[config.mk]
export PLATFORM = sky130hd
export DESIGN_NAME = ryuki_if_trace_ctrl
export DESIGN_NICKNAME = d
export VERILOG_FILES = /design/src/rtl/ryuki_datatypes.sv /design/src/rtl/ryuki_trace_fifo.sv /design/src/rtl/ryuki_if_trace_ctrl.sv
export SDC_FILE = /design/constraint.sdc
export NUM_CORES = 1
export LEC_CHECK = 0
export BUFFER_PORTS_ARGS = -buffer_cell sky130_fd_sc_hd__buf_2
export CORE_MARGIN = 1.5
export CORE_UTILIZATION = 50
export DETAILED_ROUTE_END_ITERATION = 8
export PLACE_DENSITY = 0.78
export SLEW_MARGIN = 20
export SYNTH_ARGS = -nofsm -noshare
export SYNTH_HDL_FRONTEND = slang
export SYNTH_SLANG_ARGS = --single-unit
[constraint.sdc]
create_clock -name clk -period 5.4 [get_ports clk]
set_input_delay 1.08 -clock clk [delete_from_list [all_inputs] [get_ports clk]]
set_output_delay 1.08 -clock clk [all_outputs]
set_load 0.02 [all_outputs]
[src/rtl/ryuki_datatypes.sv]
// ryuki_datatypes: trace record types and IF trace FSM states shared by the IF trace controller
package ryuki_datatypes;
  localparam int TIME_W = 32;
  localparam int ADDR_W = 32;
  localparam int DATA_W = 32;
  localparam int DROP_CNT_WIDTH = 16;
  typedef struct packed {
    logic [TIME_W-1:0] time_start;
    logic [TIME_W-1:0] time_end;
  } mem_access;
  typedef struct packed {
    logic [TIME_W-1:0] time_start;
    logic [TIME_W-1:0] time_end;
    mem_access         mem_acc;
  } IF_data;
  typedef struct packed {
    logic [DATA_W-1:0] instruction;
    logic [ADDR_W-1:0] addr;
    IF_data            if_data;
  } trace_output;
  typedef enum logic [1:0] {IDLE, WAIT_GNT, WAIT_RVALID, WAIT_IF} if_trace_state_e;
endpackage

[src/rtl/ryuki_trace_fifo.sv]
// ryuki_trace_fifo: first-word fall-through FIFO of trace records, extra pointer bit for full/empty
module ryuki_trace_fifo
  import ryuki_datatypes::*;
#(
  parameter int DEPTH = 4
) (
  input  logic        clk,
  input  logic        rst_n,
  input  logic        push,
  input  trace_output push_data,
  input  logic        pop,
  output trace_output pop_data,
  output logic        full,
  output logic        empty
);
  localparam int AW = $clog2(DEPTH);
  trace_output mem [DEPTH];
  logic [AW:0] wr_ptr, rd_ptr;
  logic do_pop, do_push;
  assign empty = wr_ptr == rd_ptr;
  assign full = (wr_ptr[AW] != rd_ptr[AW]) && (wr_ptr[AW-1:0] == rd_ptr[AW-1:0]);
  assign do_pop = pop && !empty;
  assign do_push = push && (!full || do_pop);
  assign pop_data = empty ? '0 : mem[rd_ptr[AW-1:0]];
  always_ff @(posedge clk or negedge rst_n)
    if (!rst_n) begin
      wr_ptr <= '0;
      rd_ptr <= '0;
    end else begin
      if (do_push) wr_ptr <= wr_ptr + 1'b1;
      if (do_pop) rd_ptr <= rd_ptr + 1'b1;
    end
  always_ff @(posedge clk)
    if (do_push) mem[wr_ptr[AW-1:0]] <= push_data;
endmodule

[src/rtl/ryuki_if_trace_ctrl.sv]
// ryuki_if_trace_ctrl: timestamps IF fetch phases and queues one trace record per instruction.
// RYUKI_TRACE_DROP_CNT_EN enables the saturating dropped-record counter on drop_cnt_o.
module ryuki_if_trace_ctrl
  import ryuki_datatypes::*;
#(
  parameter int ADDR_WIDTH = 32,
  parameter int DATA_WIDTH = 32,
  parameter int TIME_WIDTH = 32,
  parameter int FIFO_DEPTH = 4
) (
  input  logic                      clk,
  input  logic                      rst_n,
  input  logic                      instr_req_i,
  input  logic                      instr_gnt_i,
  input  logic [ADDR_WIDTH-1:0]     instr_addr_i,
  input  logic                      instr_rvalid_i,
  input  logic [DATA_WIDTH-1:0]     instr_rdata_i,
  input  logic                      if_valid_i,
  output logic                      trace_valid_o,
  input  logic                      trace_ready_i,
  output trace_output               trace_o,
  output logic                      dropped_o,
  output logic [DROP_CNT_WIDTH-1:0] drop_cnt_o
);
  if_trace_state_e state;
  logic [TIME_WIDTH-1:0] cnt, t_start, t_mem_end;
  logic [ADDR_WIDTH-1:0] addr_q;
  logic [DATA_WIDTH-1:0] rdata_q;
  logic req_take, gnt_take, rv_take, push, pop, full, empty;
  trace_output rec;
  // Phases may collapse into one cycle, so each event also fires from earlier states
  assign req_take = state == IDLE && instr_req_i;
  assign gnt_take = instr_gnt_i && (req_take || state == WAIT_GNT);
  assign rv_take = instr_rvalid_i && (gnt_take || state == WAIT_RVALID);
  assign push = if_valid_i && (rv_take || state == WAIT_IF);
  assign pop = trace_valid_o && trace_ready_i;
  assign trace_valid_o = !empty;
  assign dropped_o = push && full && !pop;
  always_comb begin
    rec.instruction = rv_take ? instr_rdata_i : rdata_q;
    rec.addr = gnt_take ? instr_addr_i : addr_q;
    rec.if_data.time_start = req_take ? cnt : t_start;
    rec.if_data.time_end = cnt;
    rec.if_data.mem_acc.time_start = req_take ? cnt : t_start;
    rec.if_data.mem_acc.time_end = rv_take ? cnt : t_mem_end;
  end
  always_ff @(posedge clk or negedge rst_n)
    if (!rst_n) begin
      state <= IDLE;
      cnt <= '0;
      t_start <= '0;
      t_mem_end <= '0;
      addr_q <= '0;
      rdata_q <= '0;
    end else begin
      cnt <= cnt + 1'b1;
      t_start <= rec.if_data.time_start;
      t_mem_end <= rec.if_data.mem_acc.time_end;
      addr_q <= rec.addr;
      rdata_q <= rec.instruction;
      state <= push ? IDLE : rv_take ? WAIT_IF : gnt_take ? WAIT_RVALID : req_take ? WAIT_GNT : state;
    end
  ryuki_trace_fifo #(.DEPTH(FIFO_DEPTH)) u_fifo (
    .clk      (clk),
    .rst_n    (rst_n),
    .push     (push),
    .push_data(rec),
    .pop      (pop),
    .pop_data (trace_o),
    .full     (full),
    .empty    (empty)
  );
`ifdef RYUKI_TRACE_DROP_CNT_EN
  logic [DROP_CNT_WIDTH-1:0] drop_cnt;
  always_ff @(posedge clk or negedge rst_n)
    if (!rst_n) drop_cnt <= '0;
    else if (dropped_o && !(&drop_cnt)) drop_cnt <= drop_cnt + 1'b1;
  assign drop_cnt_o = drop_cnt;
`else
  assign drop_cnt_o = '0;
`endif
endmodule
==> metrics <==
clk sinks=808; setup TNS=0 ps; Worst VDD drop=0.000557 V; Iter 0 DRT Violations=966; Core Area=0.0616 mm²; number of flops mapped to enable cells by yosys=640; commonest non-fill, non-tap cell in the layout=edfxtp_1; DPL Wire Length=34.0 mm; Detailed Route WL=62.1 mm; clock slew seen by the registers of the worst setup and hold paths=50 ps; sequential cell area fraction in the yosys report=75.4%; H-tree Lvls=3; RSZ-0062 raised after global routing=no; post-synth cell types=39; Cell Pwr Density=602 mW/mm²; Area Overhead vs Synth=15.8%; Slew Viols, Final=0; setup bufs post-CTS=0; Tcrit/Tclk final=77.9%; Area after DPL=0.0331 mm²; most frequent cells in the layout=edfxtp_1 (640), buf_2 (263), dfrtp_1 (166); ant diodes=0; antenna viol nets, final=0; multi-input logic area=0.00705 mm²; pre-CTS setup slack=1780 ps; RD Place Congestion=0.732; Die Area=0.0637 mm²; clk_skew=20.4 ps; FF/Latch Area=0.0234 mm²; # DRC=0; Least-Margin Pin Slew=1070 ps; Syn Inst Count=1502; critical path launch point type=flop; syn_area_per_cell=20.7 µm²; global-route wire length before repair=94.9 mm; pin count of the biggest net entering global routing=121; worst skew pair latency=620 ps; f_max=238 MHz; synth warn=0; worst path required time=4320 ps; CP Max Fanout=90; worst setup margin=1190 ps; post-synth top area share=61.8%; routed vias=14700; CP endpoint kind=primary output; FF-to-FF setup slack=2190 ps; CP max-delay cell=dfrtp_4; kind of cell adding the most delay to the critical path=flip-flops; Die Ht=252 µm; slowest stage delay, CP=870 ps; Setup Crit Path Kind=flop to primary output; num ports=281; Finished Core Util=58.4%; CTS Buf Count=83; wire length per cell=23.2 µm; grt ovf=0; port bufs=264; Buf/Inv on CP=2; number of fill cells in the layout=4418; Row Count=91; GRT Total Usage=19.9%; vias in the first global route=15800; TritonCTS clock tree=yes; Finished Cell Area=0.0360 mm²; vias per cell=5.50; post-CTS sizing=0; DR pass1 iterations=5; Worst Hold Class=flop to flop; reported leakage power=13.4 nW; endpoints failing hold=0; Arr. time, crit path=3130 ps; Die X=252 µm; Cell Chain, Critical Path=xnor2_1, nand3b_1, buf_4, and2_1, buf_2; initial antenna violation count=1; #FFs+latches synth=808; min cycle time layout=4210 ps; Synth area leaders=edfxtp_1 (62%), dfrtp_1 (14%), mux4_2 (12%), mux2_2 (4.6%), and2_1 (3.3%); starting density of the core=50.5%; max-cap viol count=0; share of cells above drive strength 1=38.9%; Slew headroom=28.6%; status=completed; root buf cell=clkbuf_16; Clock Tree Buf Depth=3; cts hold-fix bufs=0; Most used DFF post-synth=edfxtp_1; endpoints failing setup=0; synthesized cell area=0.0311 mm²; cell taking the most area after synthesis=edfxtp_1; Synth async-reset ratio=20.8%; nets=1848
[cell families after synthesis]
kind of cell    synth area share [%]
compound gates                 0.201
xor+xnor                        1.04
fa+ha+maj                      0.242
buf+inv                         2.27
flops                           75.4
mux                             16.3
other cells                   0.0121
simple gates                    4.61
[flip-flops by register name, summed over array words and instances, names as in the netlist]
name           flops
addr_q            32
cnt               32
u_fifo.wr_ptr      3
t_start           32
t_mem_end         32
u_fifo.rd_ptr      3
u_fifo.mem       640
rdata_q           32
state              2
[cell usage after synthesis, drive strengths merged, types with 2 or more instances]
cell type	count
ha	6
nand2	11
nor4	2
or2	2
and3	10
a21oi	2
edfxtp	640
xor2	10
dfrtp	168
nand4	7
o21ai	4
xnor2	27
and4	2
inv	5
mux4	160
buf	90
nor3	2
clkbuf	27
mux2	129
nor2	8
nand3	15
and2	166
[area by class of cell]
type                       instances  share of cell area (%)
sequential                       808                    65.1
clock inverter                    39                    1.20
tap                              837                    2.91
inverter                           5                  0.0522
clock buffer                     114                    6.58
multi-input combinational        587                    19.6
timing repair buffer             286                    4.52
[routing by layer]
metal / routed length (µm) / up-vias / global-route usage, %
met5: 0 / - / 0
met4: 1290 / 0 / 6.07
met3: 2950 / 93 / 3.24
met2: 31700 / 409 / 33.5
met1: 26200 / 7873 / 26.8
li1: - / 6349 / -
[path summary, 6_finish.rpt]
kind / endpoint / startpoint / depth (start not counted)
setup reg to reg: u_fifo.mem[2][145] / u_fifo.rd_ptr[1] / 4
hold reg to reg: u_fifo.wr_ptr[2] / u_fifo.wr_ptr[2] / 1
setup / recovery: trace_o[82] / u_fifo.rd_ptr[1] / 5
hold / removal: u_fifo.wr_ptr[2] / u_fifo.wr_ptr[2] / 1
max in group asynchronous: u_fifo.rd_ptr[1] / rst_n / 2
min in group asynchronous: rdata_q[9] / rst_n / 1
[through the flow]
| step | hold WS, ps | total power (W) | cells |
|---|---|---|---|
| after floorplan | 460 | 0.0138 | 1517 |
| after global placement | 478 | 0.0160 | 2522 |
| after detailed placement | 478 | 0.0161 | 2522 |
| after CTS | 487 | 0.0220 | 2675 |
| after global routing | 505 | 0.0227 | 2676 |
| final | 482 | 0.0217 | 2676 |
[power breakdown]
part           leakage (nW)  internal (W)  switching, W
clock network          1.38       0.00350       0.00229
registers              8.25       0.00800      0.000351
logic                  3.82       0.00294       0.00460
total                  13.4        0.0144       0.00724
(Power assumes the default switching activity.)
